==> config.mk <==
export PLATFORM = sky130hd
export DESIGN_NAME = la_cmd_proc_flat
export DESIGN_NICKNAME = d
export VERILOG_FILES = /design/src/rtl/la_cmd_pkg.sv /design/src/rtl/la_cmd_if.sv /design/src/rtl/la_cfg_regfile.sv /design/src/rtl/la_cmd_proc.sv /design/src/flat_wrapper.sv
export SDC_FILE = /design/constraint.sdc
export NUM_CORES = 1
export LEC_CHECK = 0
export ABC_CLOCK_PERIOD_IN_PS = 4930
export CAP_MARGIN = 10
export CORE_MARGIN = 3
export CORE_UTILIZATION = 53
export CTS_BUF_LIST = sky130_fd_sc_hd__clkbuf_16
export CTS_CLUSTER_SIZE = 16
export DETAILED_ROUTE_END_ITERATION = 12
export MAX_ROUTING_LAYER = met4
export PLACE_DENSITY = 0.84
export SLEW_MARGIN = 20
export SYNTH_ARGS = -nofsm -noshare
export SYNTH_HDL_FRONTEND = slang
export SYNTH_SLANG_ARGS = --single-unit
==> constraint.sdc <==
create_clock -name clk -period 4.93 [get_ports clk]
set_input_delay 0.7395 -clock clk [delete_from_list [all_inputs] [get_ports clk]]
set_output_delay 0.7395 -clock clk [all_outputs]
set_load 0.005 [all_outputs]
==> src/rtl/la_cmd_pkg.sv <==
// Shared types and constants for the logic-analyzer command processor:
// opcodes, FSM states, register addresses and the ACK/NAK response bytes.
package la_cmd_pkg;

    typedef enum logic [1:0] {
        OP_READ  = 2'b00,
        OP_WRITE = 2'b01,
        OP_DUMP  = 2'b10,
        OP_NAK   = 2'b11
    } opcode_e;

    typedef enum logic [2:0] {
        ST_IDLE,
        ST_RESP,
        ST_WAIT_SENT,
        ST_DUMP_RD,
        ST_DUMP_SEND,
        ST_DUMP_WAIT
    } state_e;

    localparam logic [5:0] REG_TRIGCFG  = 6'h00;
    localparam logic [5:0] REG_DECIM    = 6'h10;
    localparam logic [5:0] REG_VIH      = 6'h11;
    localparam logic [5:0] REG_VIL      = 6'h12;
    localparam logic [5:0] REG_MATCHH   = 6'h13;
    localparam logic [5:0] REG_MATCHL   = 6'h14;
    localparam logic [5:0] REG_MASKH    = 6'h15;
    localparam logic [5:0] REG_MASKL    = 6'h16;
    localparam logic [5:0] REG_BAUDH    = 6'h17;
    localparam logic [5:0] REG_BAUDL    = 6'h18;
    localparam logic [5:0] REG_TRIGPOSH = 6'h19;
    localparam logic [5:0] REG_TRIGPOSL = 6'h1A;

    localparam logic [7:0] ACK = 8'hA5;
    localparam logic [7:0] NAK = 8'hEE;

endpackage

==> src/rtl/la_cmd_if.sv <==
// Host-link handshake between the UART wrapper (master) and the
// command processor (slave).
interface la_cmd_if;

    logic [15:0] cmd;
    logic        cmd_rdy;
    logic        resp_sent;
    logic [7:0]  resp;
    logic        send_resp;
    logic        clr_cmd_rdy;

    modport master (
        output cmd, cmd_rdy, resp_sent,
        input  resp, send_resp, clr_cmd_rdy
    );

    modport slave (
        input  cmd, cmd_rdy, resp_sent,
        output resp, send_resp, clr_cmd_rdy
    );

endinterface

==> src/rtl/la_cfg_regfile.sv <==
// Capture configuration registers: host write port, zero-extending read mux
// and the capture_done sticky bit in TrigCfg[5].
module la_cfg_regfile
    import la_cmd_pkg::*;
#(
    parameter int NUM_CH = 5,
    parameter int LOG2   = 9
) (
    input  logic                clk,
    input  logic                rst_n,
    input  logic                i_we,
    input  logic [5:0]          i_addr,
    input  logic [7:0]          i_wdata,
    input  logic                i_set_capture_done,
    output logic                o_hit,
    output logic [7:0]          o_rdata,
    output logic [5:0]          o_trig_cfg,
    output logic [NUM_CH*5-1:0] o_ch_trig_cfg,
    output logic [3:0]          o_decimator,
    output logic [7:0]          o_vih,
    output logic [7:0]          o_vil,
    output logic [7:0]          o_match_h,
    output logic [7:0]          o_match_l,
    output logic [7:0]          o_mask_h,
    output logic [7:0]          o_mask_l,
    output logic [7:0]          o_baud_h,
    output logic [7:0]          o_baud_l,
    output logic [LOG2-1:0]     o_trig_pos
);

    logic [5:0]      r_trig_cfg;
    logic [4:0]      r_ch_trig [NUM_CH];
    logic [3:0]      r_decim;
    logic [7:0]      r_vih, r_vil, r_match_h, r_match_l, r_mask_h, r_mask_l;
    logic [7:0]      r_baud_h, r_baud_l;
    logic [LOG2-1:0] r_trig_pos;
    logic [7:0]      w_trig_pos_h;

    always_comb begin
        w_trig_pos_h = '0;
        w_trig_pos_h[LOG2-9:0] = r_trig_pos[LOG2-1:8];
    end

    always_comb begin
        o_hit   = 1'b1;
        o_rdata = '0;
        case (i_addr)
            REG_TRIGCFG:  o_rdata = {2'b00, r_trig_cfg};
            REG_DECIM:    o_rdata = {4'h0, r_decim};
            REG_VIH:      o_rdata = r_vih;
            REG_VIL:      o_rdata = r_vil;
            REG_MATCHH:   o_rdata = r_match_h;
            REG_MATCHL:   o_rdata = r_match_l;
            REG_MASKH:    o_rdata = r_mask_h;
            REG_MASKL:    o_rdata = r_mask_l;
            REG_BAUDH:    o_rdata = r_baud_h;
            REG_BAUDL:    o_rdata = r_baud_l;
            REG_TRIGPOSH: o_rdata = w_trig_pos_h;
            REG_TRIGPOSL: o_rdata = r_trig_pos[7:0];
            default:      o_hit   = 1'b0;
        endcase
        // Per-channel trigger registers occupy 0x01..NUM_CH.
        for (int n = 0; n < NUM_CH; n++) begin
            if (int'(i_addr) == n + 1) begin
                o_hit   = 1'b1;
                o_rdata = {3'b000, r_ch_trig[n]};
            end
        end
    end

    always_ff @(posedge clk or negedge rst_n) begin
        if (!rst_n) begin
            r_trig_cfg <= 6'h03;
            for (int n = 0; n < NUM_CH; n++) r_ch_trig[n] <= 5'h01;
            r_decim    <= '0;
            r_vih      <= 8'hAA;
            r_vil      <= 8'h55;
            r_match_h  <= '0;
            r_match_l  <= '0;
            r_mask_h   <= '0;
            r_mask_l   <= '0;
            r_baud_h   <= 8'h03;
            r_baud_l   <= 8'h64;
            r_trig_pos <= LOG2'(1);
        end else begin
            // A host write to TrigCfg in the same cycle overrides capture_done.
            if (i_set_capture_done && !(i_we && i_addr == REG_TRIGCFG))
                r_trig_cfg[5] <= 1'b1;
            if (i_we) begin
                for (int n = 0; n < NUM_CH; n++)
                    if (int'(i_addr) == n + 1) r_ch_trig[n] <= i_wdata[4:0];
                case (i_addr)
                    REG_TRIGCFG:  r_trig_cfg <= i_wdata[5:0];
                    REG_DECIM:    r_decim    <= i_wdata[3:0];
                    REG_VIH:      r_vih      <= i_wdata;
                    REG_VIL:      r_vil      <= i_wdata;
                    REG_MATCHH:   r_match_h  <= i_wdata;
                    REG_MATCHL:   r_match_l  <= i_wdata;
                    REG_MASKH:    r_mask_h   <= i_wdata;
                    REG_MASKL:    r_mask_l   <= i_wdata;
                    REG_BAUDH:    r_baud_h   <= i_wdata;
                    REG_BAUDL:    r_baud_l   <= i_wdata;
                    REG_TRIGPOSH: r_trig_pos[LOG2-1:8] <= i_wdata[LOG2-9:0];
                    REG_TRIGPOSL: r_trig_pos[7:0]      <= i_wdata;
                    default: ;
                endcase
            end
        end
    end

    always_comb begin
        for (int n = 0; n < NUM_CH; n++) o_ch_trig_cfg[n*5 +: 5] = r_ch_trig[n];
    end

    assign o_trig_cfg  = r_trig_cfg;
    assign o_decimator = r_decim;
    assign o_vih       = r_vih;
    assign o_vil       = r_vil;
    assign o_match_h   = r_match_h;
    assign o_match_l   = r_match_l;
    assign o_mask_h    = r_mask_h;
    assign o_mask_l    = r_mask_l;
    assign o_baud_h    = r_baud_h;
    assign o_baud_l    = r_baud_l;
    assign o_trig_pos  = r_trig_pos;

endmodule

==> src/rtl/la_cmd_proc.sv <==
// Host command processor: decodes UART commands, accesses the config
// register file and streams a channel's circular sample RAM back to the host.
module la_cmd_proc
    import la_cmd_pkg::*;
#(
    parameter int NUM_CH  = 5,
    parameter int ENTRIES = 384,
    parameter int LOG2    = 9
) (
    input  logic                clk,
    input  logic                rst_n,
    la_cmd_if.slave             host,
    input  logic                set_capture_done,
    input  logic [LOG2-1:0]     ram_addr,
    input  logic [NUM_CH*8-1:0] rdata,
    output logic [LOG2-1:0]     addr_ptr,
    output logic [5:0]          TrigCfg,
    output logic [NUM_CH*5-1:0] CHTrigCfg,
    output logic [3:0]          decimator,
    output logic [7:0]          VIH,
    output logic [7:0]          VIL,
    output logic [7:0]          matchH,
    output logic [7:0]          matchL,
    output logic [7:0]          maskH,
    output logic [7:0]          maskL,
    output logic [7:0]          baud_cntH,
    output logic [7:0]          baud_cntL,
    output logic [LOG2-1:0]     trig_pos
);

    localparam logic [LOG2:0]   LAST_CNT  = (LOG2+1)'(ENTRIES);
    localparam logic [LOG2-1:0] LAST_ADDR = LOG2'(ENTRIES - 1);

    state_e          r_state, w_state_nxt;
    logic [7:0]      r_resp, w_resp_nxt;
    logic            r_send_resp, w_send_nxt;
    logic            r_clr_cmd_rdy, w_clr_nxt;
    logic [LOG2-1:0] r_addr_ptr, w_addr_nxt;
    logic [LOG2:0]   r_cnt, w_cnt_nxt;
    logic [2:0]      r_ch, w_ch_nxt;

    opcode_e    w_opcode;
    logic       w_start, w_we, w_hit;
    logic [7:0] w_rd_byte, w_dump_byte;

    assign w_opcode = opcode_e'(host.cmd[15:14]);
    // The extra term keeps a cmd_rdy that the UART has not yet dropped from re-firing.
    assign w_start  = host.cmd_rdy && !r_clr_cmd_rdy;
    assign w_we     = (r_state == ST_IDLE) && w_start && (w_opcode == OP_WRITE) && w_hit;

    always_comb begin
        w_dump_byte = '0;
        for (int n = 0; n < NUM_CH; n++)
            if (r_ch == 3'(n)) w_dump_byte = rdata[n*8 +: 8];
    end

    always_comb begin
        w_state_nxt = r_state;
        w_resp_nxt  = r_resp;
        w_send_nxt  = 1'b0;
        w_clr_nxt   = 1'b0;
        w_addr_nxt  = r_addr_ptr;
        w_cnt_nxt   = r_cnt;
        w_ch_nxt    = r_ch;
        case (r_state)
            ST_IDLE: begin
                if (w_start) begin
                    w_state_nxt = ST_RESP;
                    case (w_opcode)
                        OP_READ:  w_resp_nxt = w_hit ? w_rd_byte : NAK;
                        OP_WRITE: w_resp_nxt = w_hit ? ACK : NAK;
                        OP_DUMP: begin
                            if (int'(host.cmd[10:8]) < NUM_CH) begin
                                w_ch_nxt    = host.cmd[10:8];
                                w_addr_nxt  = ram_addr;
                                w_cnt_nxt   = '0;
                                w_state_nxt = ST_DUMP_RD;
                            end else begin
                                w_resp_nxt = NAK;
                            end
                        end
                        default:  w_resp_nxt = NAK;
                    endcase
                end
            end
            ST_RESP: begin
                w_send_nxt  = 1'b1;
                w_state_nxt = ST_WAIT_SENT;
            end
            ST_WAIT_SENT: begin
                if (host.resp_sent) begin
                    w_clr_nxt   = 1'b1;
                    w_state_nxt = ST_IDLE;
                end
            end
            ST_DUMP_RD: w_state_nxt = ST_DUMP_SEND;
            ST_DUMP_SEND: begin
                w_resp_nxt  = w_dump_byte;
                w_send_nxt  = 1'b1;
                w_cnt_nxt   = r_cnt + 1'b1;
                w_state_nxt = ST_DUMP_WAIT;
            end
            ST_DUMP_WAIT: begin
                if (host.resp_sent) begin
                    if (r_cnt == LAST_CNT) begin
                        w_clr_nxt   = 1'b1;
                        w_state_nxt = ST_IDLE;
                    end else begin
                        w_addr_nxt  = (r_addr_ptr == LAST_ADDR) ? '0 : r_addr_ptr + 1'b1;
                        w_state_nxt = ST_DUMP_RD;
                    end
                end
            end
            default: w_state_nxt = ST_IDLE;
        endcase
    end

    always_ff @(posedge clk or negedge rst_n) begin
        if (!rst_n) begin
            r_state       <= ST_IDLE;
            r_resp        <= '0;
            r_send_resp   <= 1'b0;
            r_clr_cmd_rdy <= 1'b0;
            r_addr_ptr    <= '0;
            r_cnt         <= '0;
            r_ch          <= '0;
        end else begin
            r_state       <= w_state_nxt;
            r_resp        <= w_resp_nxt;
            r_send_resp   <= w_send_nxt;
            r_clr_cmd_rdy <= w_clr_nxt;
            r_addr_ptr    <= w_addr_nxt;
            r_cnt         <= w_cnt_nxt;
            r_ch          <= w_ch_nxt;
        end
    end

    assign host.resp        = r_resp;
    assign host.send_resp   = r_send_resp;
    assign host.clr_cmd_rdy = r_clr_cmd_rdy;
    assign addr_ptr         = r_addr_ptr;

    la_cfg_regfile #(
        .NUM_CH (NUM_CH),
        .LOG2   (LOG2)
    ) u_regfile (
        .clk                (clk),
        .rst_n              (rst_n),
        .i_we               (w_we),
        .i_addr             (host.cmd[13:8]),
        .i_wdata            (host.cmd[7:0]),
        .i_set_capture_done (set_capture_done),
        .o_hit              (w_hit),
        .o_rdata            (w_rd_byte),
        .o_trig_cfg         (TrigCfg),
        .o_ch_trig_cfg      (CHTrigCfg),
        .o_decimator        (decimator),
        .o_vih              (VIH),
        .o_vil              (VIL),
        .o_match_h          (matchH),
        .o_match_l          (matchL),
        .o_mask_h           (maskH),
        .o_mask_l           (maskL),
        .o_baud_h           (baud_cntH),
        .o_baud_l           (baud_cntL),
        .o_trig_pos         (trig_pos)
    );

endmodule

==> src/flat_wrapper.sv <==
// flat-port wrapper written by rule: the top's interface ports become plain ports
module la_cmd_proc_flat import la_cmd_pkg::*;
#(
    parameter int NUM_CH  = 5,
    parameter int ENTRIES = 384,
    parameter int LOG2    = 9
)
  (clk, rst_n, set_capture_done, ram_addr, rdata, addr_ptr, TrigCfg, CHTrigCfg, decimator, VIH, VIL, matchH, matchL, maskH, maskL, baud_cntH, baud_cntL, trig_pos, host_cmd, host_cmd_rdy, host_resp_sent, host_resp, host_send_resp, host_clr_cmd_rdy);
  la_cmd_if host_i ();
  input  logic clk;
  input  logic rst_n;
  input  logic set_capture_done;
  input  logic [LOG2-1:0] ram_addr;
  input  logic [NUM_CH*8-1:0] rdata;
  output logic [LOG2-1:0] addr_ptr;
  output logic [5:0] TrigCfg;
  output logic [NUM_CH*5-1:0] CHTrigCfg;
  output logic [3:0] decimator;
  output logic [7:0] VIH;
  output logic [7:0] VIL;
  output logic [7:0] matchH;
  output logic [7:0] matchL;
  output logic [7:0] maskH;
  output logic [7:0] maskL;
  output logic [7:0] baud_cntH;
  output logic [7:0] baud_cntL;
  output logic [LOG2-1:0] trig_pos;
  input wire logic [$bits(host_i.cmd)-1:0] host_cmd;
  input wire logic [$bits(host_i.cmd_rdy)-1:0] host_cmd_rdy;
  input wire logic [$bits(host_i.resp_sent)-1:0] host_resp_sent;
  output wire logic [$bits(host_i.resp)-1:0] host_resp;
  output wire logic [$bits(host_i.send_resp)-1:0] host_send_resp;
  output wire logic [$bits(host_i.clr_cmd_rdy)-1:0] host_clr_cmd_rdy;
  assign host_i.cmd = host_cmd;
  assign host_i.cmd_rdy = host_cmd_rdy;
  assign host_i.resp_sent = host_resp_sent;
  assign host_resp = host_i.resp;
  assign host_send_resp = host_i.send_resp;
  assign host_clr_cmd_rdy = host_i.clr_cmd_rdy;
  la_cmd_proc #(.NUM_CH(NUM_CH), .ENTRIES(ENTRIES), .LOG2(LOG2)) u_core (.clk(clk), .rst_n(rst_n), .host(host_i), .set_capture_done(set_capture_done), .ram_addr(ram_addr), .rdata(rdata), .addr_ptr(addr_ptr), .TrigCfg(TrigCfg), .CHTrigCfg(CHTrigCfg), .decimator(decimator), .VIH(VIH), .VIL(VIL), .matchH(matchH), .matchL(matchL), .maskH(maskH), .maskL(maskL), .baud_cntH(baud_cntH), .baud_cntL(baud_cntL), .trig_pos(trig_pos));
endmodule
# Word level (Yosys, flattened, before mapping)
# Index checks and enable logic that the tools add are counted.
op_classes:
  addsub: 2
  n_reduce_logical: 38
  n_lt_le_gt_ge: 1
  muxes: 49
  eq_ne: 36
op_table:
  columns: ["op", "n"]
  rows:
  - ["8-bit 2-to-1 mux", 13]
  - ["8-bit one-hot mux with 12 select lines", 1]
  - ["6-bit by 5-bit == test with 1-bit output (second input constant)", 11]
  - ["9-bit 2-to-1 mux", 6]
  - ["2-bit AND reduction", 17]
  - ["10-bit 2-to-1 mux", 3]
  - ["8-bit one-hot mux with 3 select lines", 1]
  - ["10-bit one-hot mux with 2 select lines", 1]
  - ["3-bit one-hot mux with 6 select lines", 1]
  - ["9-bit one-hot mux with 2 select lines", 1]
  - ["8-bit one-hot mux with 2 select lines", 1]
  - ["3-bit by 2-bit == test with 1-bit output (second input constant)", 4]
  - ["6-bit by 3-bit == test with 1-bit output (second input constant)", 2]
  - ["6-bit by 4-bit == test with 1-bit output (second input constant)", 2]
  - ["3-bit 2-to-1 mux", 4]
  - ["6-bit 2-to-1 mux", 2]
  - ["12-bit OR reduction", 1]
  - ["1-bit 2-to-1 mux", 11]
  - ["10-bit by 1-bit adder with 10-bit output (second input constant)", 1]
  - ["10-bit by 9-bit == test with 1-bit output (second input constant)", 1]
  - ["2-bit inequality test (second input constant)", 5]
  - ["9-bit by 1-bit adder with 9-bit output (second input constant)", 1]
  - ["3-bit == test (second input constant)", 3]
  - ["9-bit == test (second input constant)", 1]
  - ["other kinds (20)", 32]
totals:
  word_cells: 151
  inputBits: 70
  output_inout_bits: 127
  reg_bits: 143

# Longest topological paths before layout
# Gate-level depths: netlist (run 1).
depth:
  depth_word: 15
  depth_mapped: 9
  mapped_depth_nobuf: 8

# Hierarchy
# Synthesis (run 1) repeated with hierarchy kept, for this count alone.
unflattened:
  hier_cells: 660
  hier_area_um2: 7626.1
by_module_without_submodules:
  columns: ["module", "seq_area_each_um2", "instances", "area_per_inst_um2", "cells_per_inst"]
  rows:
  - ["la_cfg_regfile", 2728.9, 1, 5308.8, 407]
  - ["la_cmd_proc", 875.8, 1, 2317.2, 253]

# Worst setup path after synthesis (run 1)
# No wires, ideal clock.
synth_timing:
  path_type: "input port to flip-flop"
  start: "in host_cmd[10]"
  end: "reg u_core.u_regfile.r_trig_pos[1] (netlist: u_core.u_regfile.o_trig_pos[1])"
  path_buffers: 3
  arrival_ns: 2.522
  slack_ns: 2.283
  required_ns: 4.805
  cell_stages: 9
  cell_sequence: "buf_2 > nor2b_1 > o21ai_1 > and2_1 > buf_4 > nand3_4 > buf_6 > nor3_4 > mux2_4"
synth_between:
  elab_chain_len: 10
  elab_cells_between_ends: 26
  classes_between: "16 x eq/ne; 6 x mux; 4 x reduce/logical"
synth_lines:
  columns: ["element", "line_no", "rtl"]
  rows:
  - ["start, declared", "flat_wrapper.sv:28", "input wire logic [$bits(host_i.cmd)-1:0] host_cmd;"]
  - ["6-bit by 5-bit == test with 1-bit output (tied with other cells)", "la_cfg_regfile.sv:47, la_cfg_regfile.sv:92", null]
  - ["12-bit OR reduction (no line)", null, null]
  - ["1-bit 2-to-1 mux", "la_cfg_regfile.sv:47", "case (i_addr)"]
  - ["1-bit 2-to-1 mux (5 in a row)", "la_cfg_regfile.sv:64", "if (int'(i_addr) == n + 1) begin"]
  - ["1-bit logical AND", "la_cmd_proc.sv:49", "assign w_we = (r_state == ST_IDLE) && w_start && (w_opcode == OP_WRITE) && w_hit;"]
  - ["2-bit AND reduction (no line) (*)", null, null]
  - ["end signal, assigned by index", "la_cfg_regfile.sv:103", "REG_TRIGPOSH: r_trig_pos[LOG2-1:8] <= i_wdata[LOG2-9:0];"]
  - ["end signal, assigned", "la_cfg_regfile.sv:104", "REG_TRIGPOSL: r_trig_pos[7:0] <= i_wdata;"]
  - ["end, declared", "la_cfg_regfile.sv:36", "logic [LOG2-1:0] r_trig_pos;"]
# Mark *: on every way between the ends. The rest lies on a longest branch, timed or not.
# A chain may end at the register's enable or synchronous reset.

# Final worst setup path (run 1)
layout_timing:
  start: "in host_cmd[10]"
  end: "reg u_core.u_regfile.r_trig_pos[4] (netlist: u_core.u_regfile.o_trig_pos[4])"
# Same word-level chain as after synthesis.

==> qor.txt, run 1 <==
Total routed wirelength = 23.70 mm
Max Root-Sink Buffers = 2
Final Net Count = 915
Initial antenna violation count = 0
Die ar. = 15770 sq um
Gpl congestion = 1.005
H-tree lvl count = 4
Remaining routing DRC violations = 0
Core area = 13930 sq um
Post-synthesis sequential area ratio = 47.57%
# resized after CTS = 0
Mapped Cells = 662
Outcome = finished, final reports clean
Cell Count Post-Placement = 1003
Sequential cell area = 3605 sq um
EDFF count, synth = 0
Final core utilization = 73.50%
Setup-failing EPs final = 0
Worst min-delay path category = input pin to async pin
Post-synth top area cell = dfrtp_1
Iter 0 DRT Violations = 718
Setup bufs post-CTS = 0
Seq cells post-synth = 143
GR Util All Layers = 31.10%
Area delta synth->final = 35.17%
Leakage = 4.401 nW
R2R Setup Slk = 2050 ps
Finished Layout Cells = 1035
Clock sink count = 143
# rows = 43
Multi-input gate area = 3771 sq um
Max-slew headroom = 31.20%
Post-Syn Area = 7577 sq um
Min cycle time layout = 3653 ps
Vias per cell = 6.252
Most frequent cell after synthesis = dfrtp_1
DR vias = 6471
Routed Antenna Nets = 0
CTS Root Cell = clkbuf_16
Ant. Diodes = 0
Cell variety after synth = 72
Critical Path RT = 5240 ps
Clock buffer count from CTS = 17
Syn Nets = 735
Crit path capture type = flop
Clk_skew = 5.966 ps
Max Slew Vio Count = 0
Yosys top cell area share = 40.29%
Wire per inst = 22.90 um
Fill count = 928
CP max FO = 20
R2R Path End = u_core.u_regfile.o_trig_pos[4]
Max_cap viols = 0
VDD IR max = 0.3320 mV
PD cells = 350.5 nW/um^2
Yosys warns = 0
Largest net degree at the start of global routing = 105
Post-synth top flop = dfrtp_1
Clk Latency, worst-skew pair = 420 ps
R2R depth = 4
Total I/O pin count = 197
# hold bufs at CTS = 0
Share of post-route cells with drive strength above 1 = 23.98%
Die H = 125.6 um
Reg2reg start = u_core.r_state[2]
First-pass GRT wire length = 37.28 mm
DP Wirelength = 16.91 mm
Endpoints failing hold = 0
Sum Neg Setup Slack = 0 ps
Crit Path Class = input pin to flop
Worst setup SP type = input pin
Unrepaired setup endpoints after global routing = no
Mean Syn Cell Area = 11.45 sq um
CTS tree = yes
Die Width = 125.6 um
Worst Tran Pin Value = 1032 ps
Post-synth top cells = dfrtp_1 (122), mux2_2 (108), nor2_1 (48)
Port bufs = 196
FMAX = 273.7 MHz
Crit share post-route = 74.10%
Starting Density = 54.38%
Top cells by area, synth = dfrtp_1 (40%), mux2_2 (16%), dfstp_2 (7.3%)
Initial DRT Pass Iterations = 5
Grt ovf = 0
Crit path DAT = 3960 ps
CTS clk-pin slew, worst paths = 60 ps
Vias in the first global route = 6587
Synth async-reset ratio = 100.0%
## stage by stage
step	area (sq um)	power, W	worst slack [ps]	hold WS [ps]
2_1_floorplan	7577	0.001883	2283	443.9
3_5_place_dp	9632	0.002276	865.6	482.6
6_report	10240	0.003590	1277	424.0
5_1_grt	10240	0.003744	1058	514.1
3_3_place_gp	9632	0.002238	955.8	473.7
4_1_cts	10240	0.003596	1308	477.0
## sequential cells by signal, summed over array words and instances, names as in the netlist
signal and count:
u_core.u_regfile.o_trig_pos 9, u_core.host.send_resp 1, u_core.r_state 3, u_core.addr_ptr 9
u_core.u_regfile.o_ch_trig_cfg 25, u_core.host.resp 8, u_core.u_regfile.o_decimator 4, u_core.u_regfile.o_vih 8
u_core.u_regfile.o_baud_l 8, u_core.u_regfile.o_mask_h 8, u_core.u_regfile.o_match_l 8, u_core.r_ch 3
u_core.u_regfile.o_vil 8, u_core.host.clr_cmd_rdy 1, u_core.u_regfile.o_match_h 8, u_core.u_regfile.o_baud_h 8
u_core.r_cnt 10, u_core.u_regfile.o_trig_cfg 6, u_core.u_regfile.o_mask_l 8
## kinds of logic (layout without fill, tap and decap cells)
group	count (synthesis)	in the layout	synth area share, %
adder cells (fa/ha/maj)	3	3	0.4954
AND/OR/NAND/NOR	184	184	14.20
flip-flops	143	143	47.57
XOR/XNOR	9	9	1.040
buffers and inverters	50	243	2.741
AO/OA/AOI/OAI	131	131	11.06
multiplexers	142	142	22.89
## worst max-delay path by stage
stage,from,to,cells after the start
floorplan,host_cmd[10],u_core.u_regfile.o_trig_pos[1],9
global placement,host_cmd[10],u_core.u_regfile.o_trig_pos[4],7
detailed placement,host_cmd[10],u_core.u_regfile.o_trig_pos[4],7
CTS,host_cmd[10],u_core.u_regfile.o_trig_pos[4],7
global route,host_cmd[10],u_core.u_regfile.o_trig_pos[2],7
finish,host_cmd[10],u_core.u_regfile.o_trig_pos[4],7
## cell type report
| class | instances | share of cell area (%) |
|---|---|---|
| Timing Repair Buffer | 202 | 19.56 |
| Clock buffer | 17 | 4.153 |
| Inverter | 9 | 0.3298 |
| Tap cell | 180 | 2.199 |
| Multi-Input combinational cell | 469 | 36.82 |
| Sequential cell | 143 | 35.19 |
| Clock inverter | 15 | 1.747 |
## power by group
part	total [W]	internal (W)	switching, W	leakage, nW
clock	0.00133	0.000835	0.000492	0.304
sequential	0.00149	0.00130	0.000187	1.87
combinational	0.000779	0.000410	0.000369	2.23
## worst max-delay path, cell delays in order
cell	delay (ps)
clkdlybuf4s50_1	780
nand2b_1	330
a211oi_1	300
and2_1	380
nand3_4	360
nor3_4	690
mux2_4	350
## cells in the final DEF (no fill, tap or decap), drive strengths merged, types with 12 or more instances in the layout
cell type | Yosys | routed
nand2 | 40 | 40
a21oi | 33 | 33
nor2 | 48 | 48
mux2i | 15 | 15
mux2 | 116 | 116
dfstp | 21 | 21
dfrtp | 122 | 122
nand3 | 15 | 15
o21ai | 36 | 36
inv | 9 | 12
clkbuf | 28 | 17
nor3 | 21 | 21
clkdlybuf4s50 | 0 | 194
## routing by layer
metal  GRT usage (%)  part of all wire, %  vias up
met5               -                    0        -
met4           11.73                  3.5        0
met3           5.895                  7.9       68
met2           47.92                   47      375
met1           41.22                   42     3199
li1                -                    -     2829
Power figures use the tool's default switching activity.
==> run 2, diff against run 1 <==
Settings changed: ABC_CLOCK_PERIOD_IN_PS 4930 to 3400, CORE_UTILIZATION 53 to 50, PLACE_DENSITY 0.84 to 0.8.
Clock period 4.93 ns to 3.4 ns, I/O delays scaled along.
==> run 2 against run 1 <==
  * Largest power group unchanged
  * Via count increased by 0.31%
  * Critical endpoint is now u_core.u_regfile.o_trig_cfg[3]
  * Power increased by 51%
  * Non-clock buffer count increased by 20
  * Design area increased by 2.6%
  * Flip-flop and latch count unchanged
  * Wire length increased by 4.7%
  * Sequential power increased by 44%
  * Critical path depth decreased by 1
  * Count of clock-buffer cells in the layout unchanged
  * Worst setup slack got worse by 950 ps
  * Register-to-register slack got worse by 1300 ps
==> qor.txt, run 2 (synthesized netlist as in run 1, its figures left out) <==
Die H = 129.1 um
Vias per cell = 6.129
Sequential cell area = 3605 sq um
Wire per inst = 23.42 um
Initial antenna violation count = 0
Max incr delay on CP = 660 ps
Final WS setup = 325.0 ps
Multi-input gate area = 3777 sq um
Outcome = finished, final reports clean
Crit path capture type = flop
# rows = 44
# hold bufs at CTS = 0
Total I/O pin count = 197
DR vias = 6491
Cell Count Post-Placement = 1027
Vias in the first global route = 6712
Die ar. = 16670 sq um
Clk_skew = 6.171 ps
CTS Root Cell = clkbuf_16
Power Total = 0.005439 W
Crit Path Class = input pin to flop
H-tree lvl count = 4
Worst Tran Pin Value = 833.8 ps
Gpl congestion = 0.9317
Iter 0 DRT Violations = 504
Max Root-Sink Buffers = 2
Crit path DAT = 3380 ps
Most common cell after layout, fill and taps aside = clkdlybuf4s50_1
Worst min-delay path category = input pin to async pin
Routed Antenna Nets = 0
Share of post-route cells with drive strength above 1 = 26.29%
Area delta synth->final = 38.67%
FMAX = 325.2 MHz
Grt ovf = 0
CP cell instances = clkdlybuf4s50_1 > buf_4 > or4_1 > nor2_1 > nand4_1 > mux2_2
Worst path slowest cell = or4_1
Initial DRT Pass Iterations = 5
Most frequent cells in the layout = clkdlybuf4s50_1 (194), dfrtp_1 (122), mux2_2 (108), nor2_1 (48), nand2_1 (40)
PD cells = 517.6 nW/um^2
Total routed wirelength = 24.81 mm
Sum Neg Setup Slack = 0 ps
# resized after CTS = 0
Setup-failing EPs final = 0
Endpoints failing hold = 0
GR Util All Layers = 30.91%
Clock sink count = 143
Unrepaired setup endpoints after global routing = no
CTS clk-pin slew, worst paths = 60 ps
Core area = 14700 sq um
Critical Path RT = 3710 ps
CP max FO = 9
Die Width = 129.1 um
Final Net Count = 935
Port bufs = 196
Setup bufs post-CTS = 0
Leakage = 4.531 nW
Largest net degree at the start of global routing = 90
Crit share post-route = 90.44%
Starting Density = 51.55%
DP Wirelength = 18.06 mm
Ant. Diodes = 0
Max_cap viols = 0
Min cycle time layout = 3075 ps
Clk Latency, worst-skew pair = 420 ps
VDD IR max = 0.4111 mV
Max-slew headroom = 44.24%
Number of flip-flops in the largest register = 25
Worst setup SP type = input pin
Place WS = -36.90 ps
Finished Layout Cells = 1059
CTS tree = yes
Clock buffer count from CTS = 17
Fill count = 1031
Max Slew Vio Count = 0
First-pass GRT wire length = 38.11 mm
Remaining routing DRC violations = 0
==> run 2: cell types whose count changed in the layout (fill, tap and decap cells not counted), sizes merged <==
cell,change
buf,+20
bufinv,+2
clkinv,-2
clkinvlp,+1
inv,-1
==> run 2: where the power goes <==
| part | switching, W | leakage [nW] | internal (W) |
|---|---|---|---|
| clock | 0.000759 | 0.322 | 0.00139 |
| combinational | 0.000533 | 2.34 | 0.000611 |
| sequential | 0.000267 | 1.87 | 0.00188 |
| total | 0.00156 | 4.53 | 0.00388 |
==> run 2: critical path: cells and delay by family <==
family                 cells  cell delay, ps
buffers and inverters      2             790
muxes                      1             440
and+or+nand+nor            3            1640
==> run 2: per-layer routing <==
metal  wire, um  GRT usage (%)  part of all wire [%]  vias to the layer above
met5          0              -                     0                        -
met4        703          10.75                   2.8                        0
met3       1675          5.647                   6.8                       50
met2      12080          49.70                    49                      337
met1      10350          39.61                    42                     3231
li1           -              -                     -                     2873
==> run 2: cell type report <==
type / count / area share, %
inverter: 9 / 0.3215
multi-input combinational: 469 / 35.95
clock inverter: 15 / 2.453
sequential: 143 / 34.31
timing repair buffer: 222 / 20.73
tap: 184 / 2.191
clock buffer: 17 / 4.049
==> run 2: worst paths after layout <==
| kind | cells after the start | endpoint | start | slack (ps) |
|---|---|---|---|---|
| worst max-delay path | 6 | u_core.u_regfile.o_trig_cfg[3] | host_cmd[11] | 320 |
| worst min-delay path | 1 | u_core.r_cnt[4] | rst_n | 130 |
| worst max register to register | 4 | u_core.u_regfile.o_match_h[0] | u_core.r_state[2] | 770 |
| worst min register to register | 2 | u_core.host.resp[2] | u_core.host.resp[2] | 500 |
| max in group asynchronous | 2 | u_core.u_regfile.o_trig_pos[0] | rst_n | 2430 |
| min in group clk | 2 | u_core.host.resp[2] | u_core.host.resp[2] | 500 |
==> run 2: stage by stage <==
stage / cell area (sq um) / hold slack (ps) / util (%)
CTS: 10500 / 173.2 / 71.44
finish: 10510 / 133.7 / 71.48
global route: 10510 / 188.2 / 71.48
floorplan: 7577 / 214.4 / -
detailed placement: 9818 / 481.1 / 66.79
global placement: 9818 / 467.3 / 66.79
==> run 3, diff against run 2 <==
Settings changed: CAP_MARGIN 10 to not set, CTS_CLUSTER_DIAMETER set to 50.
==> results of run 3 <==
Final layout, timing and power as in run 2 (identical DEF).
